**src/rtl/ringbus_pkg.sv**
```systemverilog
// ringbus_pkg: framing constants and FSM state type shared by the ringbus
// transmitter and the matching receiver.
`default_nettype none

package ringbus_pkg;

  typedef enum logic [2:0] {
    ST_IDLE   = 3'd0,
    ST_START  = 3'd1,
    ST_DATA   = 3'd2,
    ST_PARITY = 3'd3,
    ST_STOP   = 3'd4,
    ST_GAP    = 3'd5
  } rb_state_e;

  localparam int   RB_WORD_BITS     = 32;
  localparam logic RB_IDLE_LEVEL    = 1'b0;
  localparam logic RB_START_LEVEL   = 1'b1;
  localparam logic RB_STOP_LEVEL    = 1'b0;
  localparam int   RB_OVERHEAD_BITS = 3;

endpackage

`default_nettype wire

```
**src/rtl/ringbus_bit_tick.sv**
```systemverilog
// ringbus_bit_tick: bit-time counter; o_tick pulses in the last cycle of each
// bit while enabled.
`default_nettype none

module ringbus_bit_tick #(
  parameter int CLKS_PER_BIT = 4
) (
  input  logic clk,
  input  logic reset,
  input  logic i_clear,
  input  logic i_en,
  output logic o_tick
);

  localparam int CNT_W = (CLKS_PER_BIT > 1) ? $clog2(CLKS_PER_BIT) : 1;
  localparam logic [CNT_W-1:0] CNT_LAST = CNT_W'(CLKS_PER_BIT - 1);

  logic [CNT_W-1:0] cnt_q;
  logic [CNT_W-1:0] cnt_d;

  always_comb begin
    cnt_d = cnt_q;
    if (i_clear) begin
      cnt_d = '0;
    end else if (i_en) begin
      cnt_d = (cnt_q == CNT_LAST) ? '0 : cnt_q + 1'b1;
    end
  end

  assign o_tick = i_en && (cnt_q == CNT_LAST);

  always_ff @(posedge clk or posedge reset) begin
    if (reset) begin
      cnt_q <= '0;
    end else begin
      cnt_q <= cnt_d;
    end
  end

endmodule

`default_nettype wire

```
**src/rtl/ringbus_tx.sv**
```systemverilog
// ringbus_tx: serialises 32-bit words onto the ringbus line as
// start / 32 data bits LSB first / even parity / stop / idle gap.
`default_nettype none

module ringbus_tx
  import ringbus_pkg::*;
#(
  parameter int CLKS_PER_BIT = 4,
  parameter int GAP_BITS     = 2
) (
  input  logic        clk,
  input  logic        reset,
  input  logic [31:0] i_data,
  input  logic        i_valid,
  output logic        o_ready,
  output logic        o_ringbus,
  output logic        o_busy
);

  // The last gap cycle is spent in IDLE with o_ready high, so a waiting word
  // is accepted exactly one frame period after the previous one.
  localparam int GAP_CYCLES = GAP_BITS * CLKS_PER_BIT;
  localparam int GAP_W      = (GAP_CYCLES > 2) ? $clog2(GAP_CYCLES - 1) : 1;
  localparam logic [GAP_W-1:0] GAP_LAST = GAP_W'((GAP_CYCLES > 1) ? GAP_CYCLES - 2 : 0);
  localparam logic [4:0] LAST_BIT = 5'(RB_WORD_BITS - 1);

  rb_state_e   state_q, state_d;
  logic [31:0] shift_q, shift_d;
  logic [4:0]  bit_cnt_q, bit_cnt_d;
  logic [GAP_W-1:0] gap_cnt_q, gap_cnt_d;
  logic        parity_q, parity_d;
  logic        ready_q, ready_d;
  logic        ringbus_q, ringbus_d;
  logic        busy_q, busy_d;
  logic        accept;
  logic        tick;
  logic        tick_clear;

  assign tick_clear = (state_q == ST_IDLE);

  ringbus_bit_tick #(
    .CLKS_PER_BIT(CLKS_PER_BIT)
  ) u_bit_tick (
    .clk    (clk),
    .reset  (reset),
    .i_clear(tick_clear),
    .i_en   (!tick_clear),
    .o_tick (tick)
  );

  always_comb begin
    accept    = i_valid && ready_q;
    state_d   = state_q;
    shift_d   = shift_q;
    bit_cnt_d = bit_cnt_q;
    gap_cnt_d = gap_cnt_q;
    parity_d  = parity_q;

    case (state_q)
      ST_IDLE: begin
        if (accept) begin
          state_d   = ST_START;
          shift_d   = i_data;
          parity_d  = ^i_data;
          bit_cnt_d = '0;
        end
      end
      ST_START: begin
        if (tick) state_d = ST_DATA;
      end
      ST_DATA: begin
        if (tick) begin
          if (bit_cnt_q == LAST_BIT) begin
            state_d = ST_PARITY;
          end else begin
            bit_cnt_d = bit_cnt_q + 5'd1;
            shift_d   = {1'b0, shift_q[31:1]};
          end
        end
      end
      ST_PARITY: begin
        if (tick) state_d = ST_STOP;
      end
      ST_STOP: begin
        if (tick) begin
          gap_cnt_d = '0;
          state_d   = (GAP_CYCLES > 1) ? ST_GAP : ST_IDLE;
        end
      end
      ST_GAP: begin
        if (gap_cnt_q == GAP_LAST) begin
          state_d = ST_IDLE;
        end else begin
          gap_cnt_d = gap_cnt_q + 1'b1;
        end
      end
      default: state_d = ST_IDLE;
    endcase

    // Line level follows the next state so the start bit appears right after accept.
    case (state_d)
      ST_START:  ringbus_d = RB_START_LEVEL;
      ST_DATA:   ringbus_d = shift_d[0];
      ST_PARITY: ringbus_d = parity_d;
      ST_STOP:   ringbus_d = RB_STOP_LEVEL;
      default:   ringbus_d = RB_IDLE_LEVEL;
    endcase

    ready_d = (state_d == ST_IDLE);
    busy_d  = (state_d != ST_IDLE);
  end

  always_ff @(posedge clk or posedge reset) begin
    if (reset) begin
      state_q   <= ST_IDLE;
      shift_q   <= '0;
      bit_cnt_q <= '0;
      gap_cnt_q <= '0;
      parity_q  <= 1'b0;
      ready_q   <= 1'b0;
      ringbus_q <= RB_IDLE_LEVEL;
      busy_q    <= 1'b0;
    end else begin
      state_q   <= state_d;
      shift_q   <= shift_d;
      bit_cnt_q <= bit_cnt_d;
      gap_cnt_q <= gap_cnt_d;
      parity_q  <= parity_d;
      ready_q   <= ready_d;
      ringbus_q <= ringbus_d;
      busy_q    <= busy_d;
    end
  end

  assign o_ready   = ready_q;
  assign o_ringbus = ringbus_q;
  assign o_busy    = busy_q;

endmodule

`default_nettype wire

```
**config.mk**
```make
export PLATFORM = sky130hd
export DESIGN_NAME = ringbus_tx
export DESIGN_NICKNAME = d
export VERILOG_FILES = /design/src/rtl/ringbus_pkg.sv /design/src/rtl/ringbus_bit_tick.sv /design/src/rtl/ringbus_tx.sv
export SDC_FILE = /design/constraint.sdc
export NUM_CORES = 1
export LEC_CHECK = 0
export ABC_AREA = 1
export CAP_MARGIN = 20
export CORE_MARGIN = 10
export CORE_UTILIZATION = 50
export CTS_CLUSTER_DIAMETER = 100
export CTS_CLUSTER_SIZE = 10
export DETAILED_ROUTE_END_ITERATION = 16
export MAX_ROUTING_LAYER = met4
export PLACE_DENSITY_LB_ADDON = 0.3
export SKIP_CTS_REPAIR_TIMING = 1
export SLEW_MARGIN = 20
export SYNTH_ARGS = -nofsm -noshare
export SYNTH_HDL_FRONTEND = slang
export SYNTH_SLANG_ARGS = --single-unit
```
**constraint.sdc**
```tcl
create_clock -name clk -period 3.6 [get_ports clk]
set_input_delay 0.36 -clock clk [delete_from_list [all_inputs] [get_ports clk]]
set_output_delay 0.36 -clock clk [all_outputs]
set_load 0.02 [all_outputs]
```
==> run summary, run 1 <==
The run finished with clean final reports. The start-to-end type of the worst setup path is flop to flop. The number of port buffers came out at 37.

The peak supply drop is 0.179 mV. The fraction of final layout cells with drive strength greater than 1 is 5.17%. The switching power of the nets is roughly 0.00028 W. The gate count after technology mapping is 455. At the worst endpoint, the required time is 3.79 ns. The wire-length estimate of the detail-placed layout is 5150 um. In this run, synthesis inferred 0 flip-flops with an integrated enable. The largest single stage delay on the critical path is 0.40 ns. The number of buffer and inverter stages on the critical path is 1. The number of sinks driven by the clock tree is 49. In this run the mean area of a mapped cell was 6.93 um2. For this run, the register share of the synthesized area comes to 38.9%. The total number of vias came out at 2,841. The number of global-route vias before repair came out at 2,630. The worst max-slew margin expressed relative to the limit came out at 44.5%. The total negative setup slack is 0 ns.

The prevailing post-synth register cell is dfrtp_1. The sequential cells in the finished layout cover a total of approximately 0.0012 mm2. The first global-routing pass estimated 11,300 um of wire. The multi-input gate area in the final layout is 0.00166 mm2.

The die covers 0.00988 mm2. Wires add up to 6800 um. TritonCTS built the clock tree. The post-placement cell count came out at 552.

The core outline area came out at 0.00603 mm2. The register bit count reported by yosys came out at 49. Routability-driven placement finished with a final weighted congestion of 0.816.

In this run, the number of DRC markers left after iteration 0 of detailed routing was 154. The cell accounting for the most synthesized area is dfrtp_1. The final setup violation count came out at 0. Setup repair after global routing left no endpoint under its margin.

The number of max-capacitance violations reported came out at 0. The final global-route overflow total came out at 0. The cell area that synthesis handed to floorplanning was 0.00315 mm2. For the worst setup path, the data arrival time is 2.60 ns. The final core area utilization is 60.4%. The clock latency on the worst-skew pair came out at 0.29 ns.

The internal power of the cells came out at just under 0.0008 W. The combined global-route utilization of all metal layers came out at 13.8%. The floorplan die width is between 90 and 100 um. The slowest stage of the critical path belongs to the cell dfrtp_1. The number of levels in the clock H-tree came out at 2.

The sequential share of power is 51.9%. In the post-synthesis netlist, the biggest area contributors are dfrtp_1 39%, nand2_1 22%, nand3_1 8.1%. The worst-case hold slack came out at roughly 0.46 ns. The worst clock skew is 0.00252 ns.

The final critical delay including setup and external delays is roughly 2.4 ns. The number of diodes added for antenna fixing is 0. The count of endpoints failing hold in the final timing report is 0. The count of warnings emitted by yosys came out at 0.

Along the worst path, the maximum fanout reaches 33. The signal on the critical path passes through ha_1 > nand2_1 > nor2_1 > ha_1 > nor2_2 > nand2_2 > nand2_4 > inv_2 > nor2_2 > nand3_1 > o21ai_1 > a21oi_1. The number of nets produced by synthesis is 495. The total power density per cell area came out at 291 mW/mm2.

For this configuration, the core starts out at a cell density of roughly 52%. The worst-case clock buffer depth came out at 2. The share of the clock period used by the worst path came out at 67.0%.

After detailed routing, the number of remaining DRC violations is 0. The count of distinct cell types in the synthesized netlist is 31. Measured along the y axis, the die boundary spans 99.4 um.

Of the post-synthesis cell area, the dominant cell type holds 38.9%. The routed via count divided by cell count came out at between 5 and 6. 38 I/O pins were placed. The maximum clock frequency is between 400 and 500 MHz.

The pre-antenna-repair detailed-routing pass consisted of 4 iterations. Entering global routing, the biggest net connects 50 pins. The number of nets at the end of the flow came out at between 500 and 600.

The number of antenna violations at the first check in global routing came out at 0. The remaining number of nets flagged by the antenna check after routing is 0. Ranked by instance count, the synthesized netlist is headed by 186 x nand2_1, 51 x nand3_1, 49 x dfrtp_1, 49 x inv_1, 22 x nor2_1. Clock tree synthesis selected as its root buffer the cell clkbuf_8.

The worst setup path is launched from a flop. The wire length per cell is 12.2 um. The switching portion of total power is a little over a quarter. The worst hold path belongs to the class flop to flop. The cell with the most instances after synthesis is nand2_1. The power share of the clock group is 30.3%. The leakage power of the design is 1.84 nW. The total CTS buffers came out at 5. The number of max-slew violations in the final report is 0. The filler cell count came out at 548. The share of synthesized flip-flops with an asynchronous set or reset came out at 100%.

Per report_power, the combinational group accounts for 17.8% of the total. The total power after layout came out at 0.00106 W. The area growth from synthesis to layout is 15.4%. The count of cells in the finished layout, fillers not included, comes to 559. STA classifies the critical path endpoint as a flop. The cell type group with the largest total delay on the critical path is simple AND/OR/NAND/NOR gates. The actual slew at the worst max-slew pin came out at 0.832 ns. The clock transition at the register clock pins on the worst setup and hold paths after CTS is 0.08 ns. The number of placement rows came out at 28.
## per-stage QoR
stage	instance area, um2	setup WS [ns]
detailed placement	3550	1.22
global route	3640	0.958
floorplan	3150	1.82
CTS	3640	1.18
finish	3640	1.19
global placement	3550	1.28
## sequential cells by signal, summed over array words and instances, names as in the netlist
| signal | flops |
|---|---|
| o_ringbus | 1 |
| shift_q | 32 |
| parity_q | 1 |
| o_ready | 1 |
| o_busy | 1 |
| bit_cnt_q | 5 |
| state_q | 3 |
| gap_cnt_q | 3 |
| u_bit_tick.cnt_q | 2 |
## cells in the final DEF (no fill, tap or decap), drive strengths merged
cell type	n
nand2	192
clkdlybuf4s50	37
nand3	51
nand3b	1
o22ai	1
o221ai	3
dfrtp	49
a21oi	6
inv	50
xor2	9
or2	2
o211ai	17
clkbuf	7
o41ai	1
nor2	27
nor3	4
ha	5
nand4	1
clkinv	1
o21ai	8
buf	1
xnor2	11
## worst paths after layout
kind / cells past startpoint / slack, ns / end / from
setup / recovery: 12 / 1.19 / bit_cnt_q[3]$_DFFE_PP0P_ / bit_cnt_q[1]$_DFFE_PP0P_
setup reg to reg: 12 / 1.19 / bit_cnt_q[3]$_DFFE_PP0P_ / bit_cnt_q[1]$_DFFE_PP0P_
hold / removal: 1 / 0.46 / u_bit_tick.cnt_q[0]$_DFF_PP0_ / u_bit_tick.cnt_q[0]$_DFF_PP0_
max in group asynchronous: 2 / 2.58 / shift_q[29]$_DFFE_PP0P_ / reset
hold reg to reg: 1 / 0.46 / u_bit_tick.cnt_q[0]$_DFF_PP0_ / u_bit_tick.cnt_q[0]$_DFF_PP0_
min in group asynchronous: 2 / 0.52 / gap_cnt_q[1]$_DFFE_PP0P_ / reset
## logic make-up after synthesis
group | after synthesis | synth area share [%]
simple gates | 278 | 37.5
fa+ha+maj | 5 | 1.98
buf+inv | 67 | 8.37
compound gates | 36 | 7.70
flops | 49 | 38.9
xor+xnor | 20 | 5.56
## layer usage
layer | GRT usage [%] | wire length (um) | vias to the layer above
li1 | - | - | 1497
met5 | - | 0 | -
met2 | 24.1 | 3440 | 36
met4 | 3.53 | 76 | 0
met1 | 15.9 | 3100 | 1302
met3 | 2.56 | 187 | 6
## layout make-up
cell class / instances / share of cell area, %
tap: 75 / 2.58
timing repair buffer: 38 / 10.4
clock buffer: 7 / 2.37
inverter: 51 / 5.29
sequential: 49 / 33.7
multi-input combinational: 339 / 45.7
## power groups by stage
stage                     logic (W)  registers [W]  clock network [W]
after global routing       0.000215       0.000550           0.000350
after CTS                  0.000191       0.000550           0.000329
final                      0.000189       0.000550           0.000321
after global placement     0.000185       0.000561                  0
after detailed placement   0.000191       0.000561                  0
after floorplan            0.000118       0.000561                  0
Power figures use the tool's default switching activity.
==> run 2: changes to the inputs <==
==> constraint.sdc (replaced) <==
create_clock -name clk -period 2.4 [get_ports clk]
set_input_delay 0.24 -clock clk [delete_from_list [all_inputs] [get_ports clk]]
set_output_delay 0.24 -clock clk [all_outputs]
set_load 0.02 [all_outputs]
==> run 2 against run 1 <==
Against the previous run:
- maximum frequency increased by 16%
- via count grew 1.8%
- combinational power increased by 53%
- clock power up 53%
- worst setup slack worse by 0.86 ns
- sequential share of layout area fell by 0.33 points
- non-clock buffer count increased by 5
- power up 51%
- critical path type unchanged
==> run summary, run 2 (synthesis gave the netlist of run 1 again) <==
The number of sinks driven by the clock tree came to 49 (unchanged). The minimum setup slack after placement is 0.353 ns (was 1.22 ns). The number of antenna violations at the first check in global routing came out at 0 (unchanged).

The number of diodes added for antenna fixing was 0 (unchanged). The full die area is 0.00988 mm2 (unchanged). The final setup violation count came to 0 (unchanged). The remaining number of nets flagged by the antenna check after routing came out at 0 (unchanged).

The start-to-end type of the worst setup path is flop to flop (unchanged). The clock transition at the register clock pins on the worst setup and hold paths after CTS came out at 0.09 ns (was 0.08 ns). The detailed-placement wirelength estimate is 5560 um (was 5150 um).

The number of flip-flops in the largest register is 32 (unchanged). The number of iterations in the first detailed-routing pass came to 5 (was 4). The met3 track demand over resource came to 2.98% (was 2.56%). The wire length of the first global-routing pass came to 12,300 um (was 11,300 um).

The kind of start point of the critical path was a flop (unchanged). The number of nets at the end of the flow was 529 (was 524). The peak supply drop came out at 0.217 mV (was 0.179 mV). The combined global-route utilization of all metal layers is 15.1% (was 13.8%).

The internal power of the cells is 0.00118 W (was 0.000782 W). The clock latency on the worst-skew pair came out at 0.31 ns (was 0.29 ns). The pin count of the biggest net entering global routing is 32 (was 50).

The largest fanout on the critical path is 21 (was 33). Largest registers ranked by flip-flop count: shift_q x32, bit_cnt_q x5 (unchanged). The floorplan die width is 99.4 um (unchanged). The biggest cell delay along the critical path came to 0.40 ns (about the same).

The number of max-capacitance violations reported is 0 (unchanged). The core outline area is 0.00603 mm2 (unchanged). The final critical delay including setup and external delays is 2.07 ns (was 2.41 ns). Commonest cells after routing, fill and taps aside: 186 x nand2_1, 51 x nand3_1, 49 x dfrtp_1 (unchanged). The switching portion of total power came out at 26.8% (was 26.2%). The number of global-route vias before repair was 2,739 (was 2,630). The busiest metal layer after global routing is met2 (unchanged).

The wire length per cell came out at 12.5 um (was 12.2 um). The starting utilization of the core area came out at 52.3% (unchanged). The total length of routed wires came out at 7030 um (was 6800 um). The TritonCTS clock tree is built (unchanged). The worst clock skew came out at 0.00798 ns (was 0.00252 ns). The power share of the clock group was 30.5% (was 30.3%). The most frequent standard cell in the layout excluding fill and tap cells is nand2_1 (unchanged). The boundary pin count came out at 38 (unchanged).

The share of the clock period used by the worst path is 86.4% (was 67.0%). The part of the total power dissipated in combinational logic is 18.1% (was 17.8%). The final global-route overflow total is 0 (unchanged). The iteration-0 DRC count of the detailed router came out at 167 (was 154). The count of endpoints failing hold in the final timing report came out at 0 (unchanged). The number of levels in the clock H-tree is 2 (unchanged). The die span in y is 99.4 um (unchanged).

The number of port buffers came out at 37 (unchanged). The placer congestion estimate came to 0.801 (was 0.816). The leakage power of the design is 1.86 nW (was 1.84 nW).

The register with the highest flop count is shift_q (unchanged). The library cell used as clock root buffer is clkbuf_8 (unchanged). The worst hold path class is input pin to asynchronous set/reset pin (was flop to flop). The total power density per cell area came out at 437 mW/mm2 (was 291 mW/mm2). The number of max-slew violations in the final report was 0 (unchanged). The number of placement rows is 28 (unchanged). The met1 capacity usage during global routing came to 18.6% (was 15.9%). The fraction of final layout cells with drive strength greater than 1 is 6.13% (was 5.17%). The worst path required time came out at 2.59 ns (was 3.79 ns). Status: complete, no violations (unchanged). The kind of end point of the critical path is a flop (unchanged). The signed area change from the synthesized netlist to the final layout came out at 16.6% (was 15.4%).

The worst max-slew margin expressed relative to the limit is 58.3% (was 44.5%). The actual slew at the worst max-slew pin is 0.625 ns (was 0.832 ns). The routed via count divided by cell count came to 5.13 (was 5.08). The data arrival time of the worst path came to 2.27 ns (was 2.60 ns). The remaining design rule violation count is 0 (unchanged). The met2 track demand over resource is 24.1% (about the same). Setup repair after global routing missed its margin: false (unchanged).

The slowest cell on the critical path is dfrtp_1 (unchanged). Cells along the critical path: ha_1 > nand2_1 > nor2_1 > ha_1 > nor2_2 > nand2_2 > nand2_4 > inv_2 > nor2_2 > nand3_1 > o21ai_1 > a21oi_1 (unchanged). The least setup slack across all paths after layout came out at 0.327 ns (was 1.19 ns).

The sequential share of power came out at 51.4% (was 51.9%). The total CTS buffers is 5 (unchanged). The worst-case clock buffer depth came to 2 (unchanged).

The worst-case hold slack came out at 0.324 ns (was 0.461 ns). The total number of vias came to 2,892 (was 2,841). The total negative setup slack came out at 0 ns (unchanged).

The maximum clock frequency is 482 MHz (was 414 MHz). The switching power of the nets is 0.000430 W (was 0.000278 W).
-- run 2: critical path, delay by kind of cell (launching register included) --
| family | cells | cell delay, ns |
|---|---|---|
| and+or+nand+nor | 7 | 0.86 |
| DFF | 1 | 0.40 |
| adders and majority gates | 2 | 0.39 |
| AOI/OAI and AO/OA | 2 | 0.17 |
| buffers and inverters | 1 | 0.15 |
-- run 2: through the flow --
step / total power [W] / instance area (um2) / instances / util [%]
after floorplan: 0.00102 / 3150 / 455 / -
after global placement: 0.00112 / 3590 / 557 / 59.6
after detailed placement: 0.00113 / 3590 / 557 / 59.6
after CTS: 0.00163 / 3680 / 564 / 61.0
after global routing: 0.00169 / 3680 / 564 / 61.0
final: 0.00161 / 3680 / 564 / 61.0
-- run 2: power by group through the flow --
stage	logic (W)	registers (W)	clock network, W
finish	0.000290	0.000825	0.000490
global route	0.000331	0.000825	0.000531
floorplan	0.000178	0.000841	0
CTS	0.000293	0.000825	0.000509
detailed placement	0.000292	0.000841	0
global placement	0.000281	0.000841	0
-- run 2: final cells by class --
class | instances | area, um2
timing repair buffer | 43 | 415
clock buffer | 7 | 86.3
multi-input combinational | 339 | 1660
tap | 75 | 93.8
sequential | 49 | 1230
inverter | 51 | 191
fill | 550 | 2350
-- run 2: layer usage --
| layer | wire length, um | part of all wire (%) |
|---|---|---|
| met1 | 3170 | 45 |
| met5 | 0 | 0 |
| met2 | 3480 | 50 |
| met3 | 256 | 3.6 |
| met4 | 116 | 1.7 |
-- run 2: path summary, 6_finish.rpt --
path	startpoint	endpoint	slack (ns)	cells past startpoint
worst max-delay path	bit_cnt_q[1]$_DFFE_PP0P_	bit_cnt_q[3]$_DFFE_PP0P_	0.33	12
worst min-delay path	reset	o_ringbus$_DFF_PP0_	0.32	2
worst max register to register	bit_cnt_q[1]$_DFFE_PP0P_	bit_cnt_q[3]$_DFFE_PP0P_	0.33	12
worst min register to register	u_bit_tick.cnt_q[0]$_DFF_PP0_	u_bit_tick.cnt_q[0]$_DFF_PP0_	0.44	1
max in group asynchronous	reset	shift_q[4]$_DFFE_PP0P_	1.46	3
min in group clk	u_bit_tick.cnt_q[0]$_DFF_PP0_	u_bit_tick.cnt_q[0]$_DFF_PP0_	0.44	1
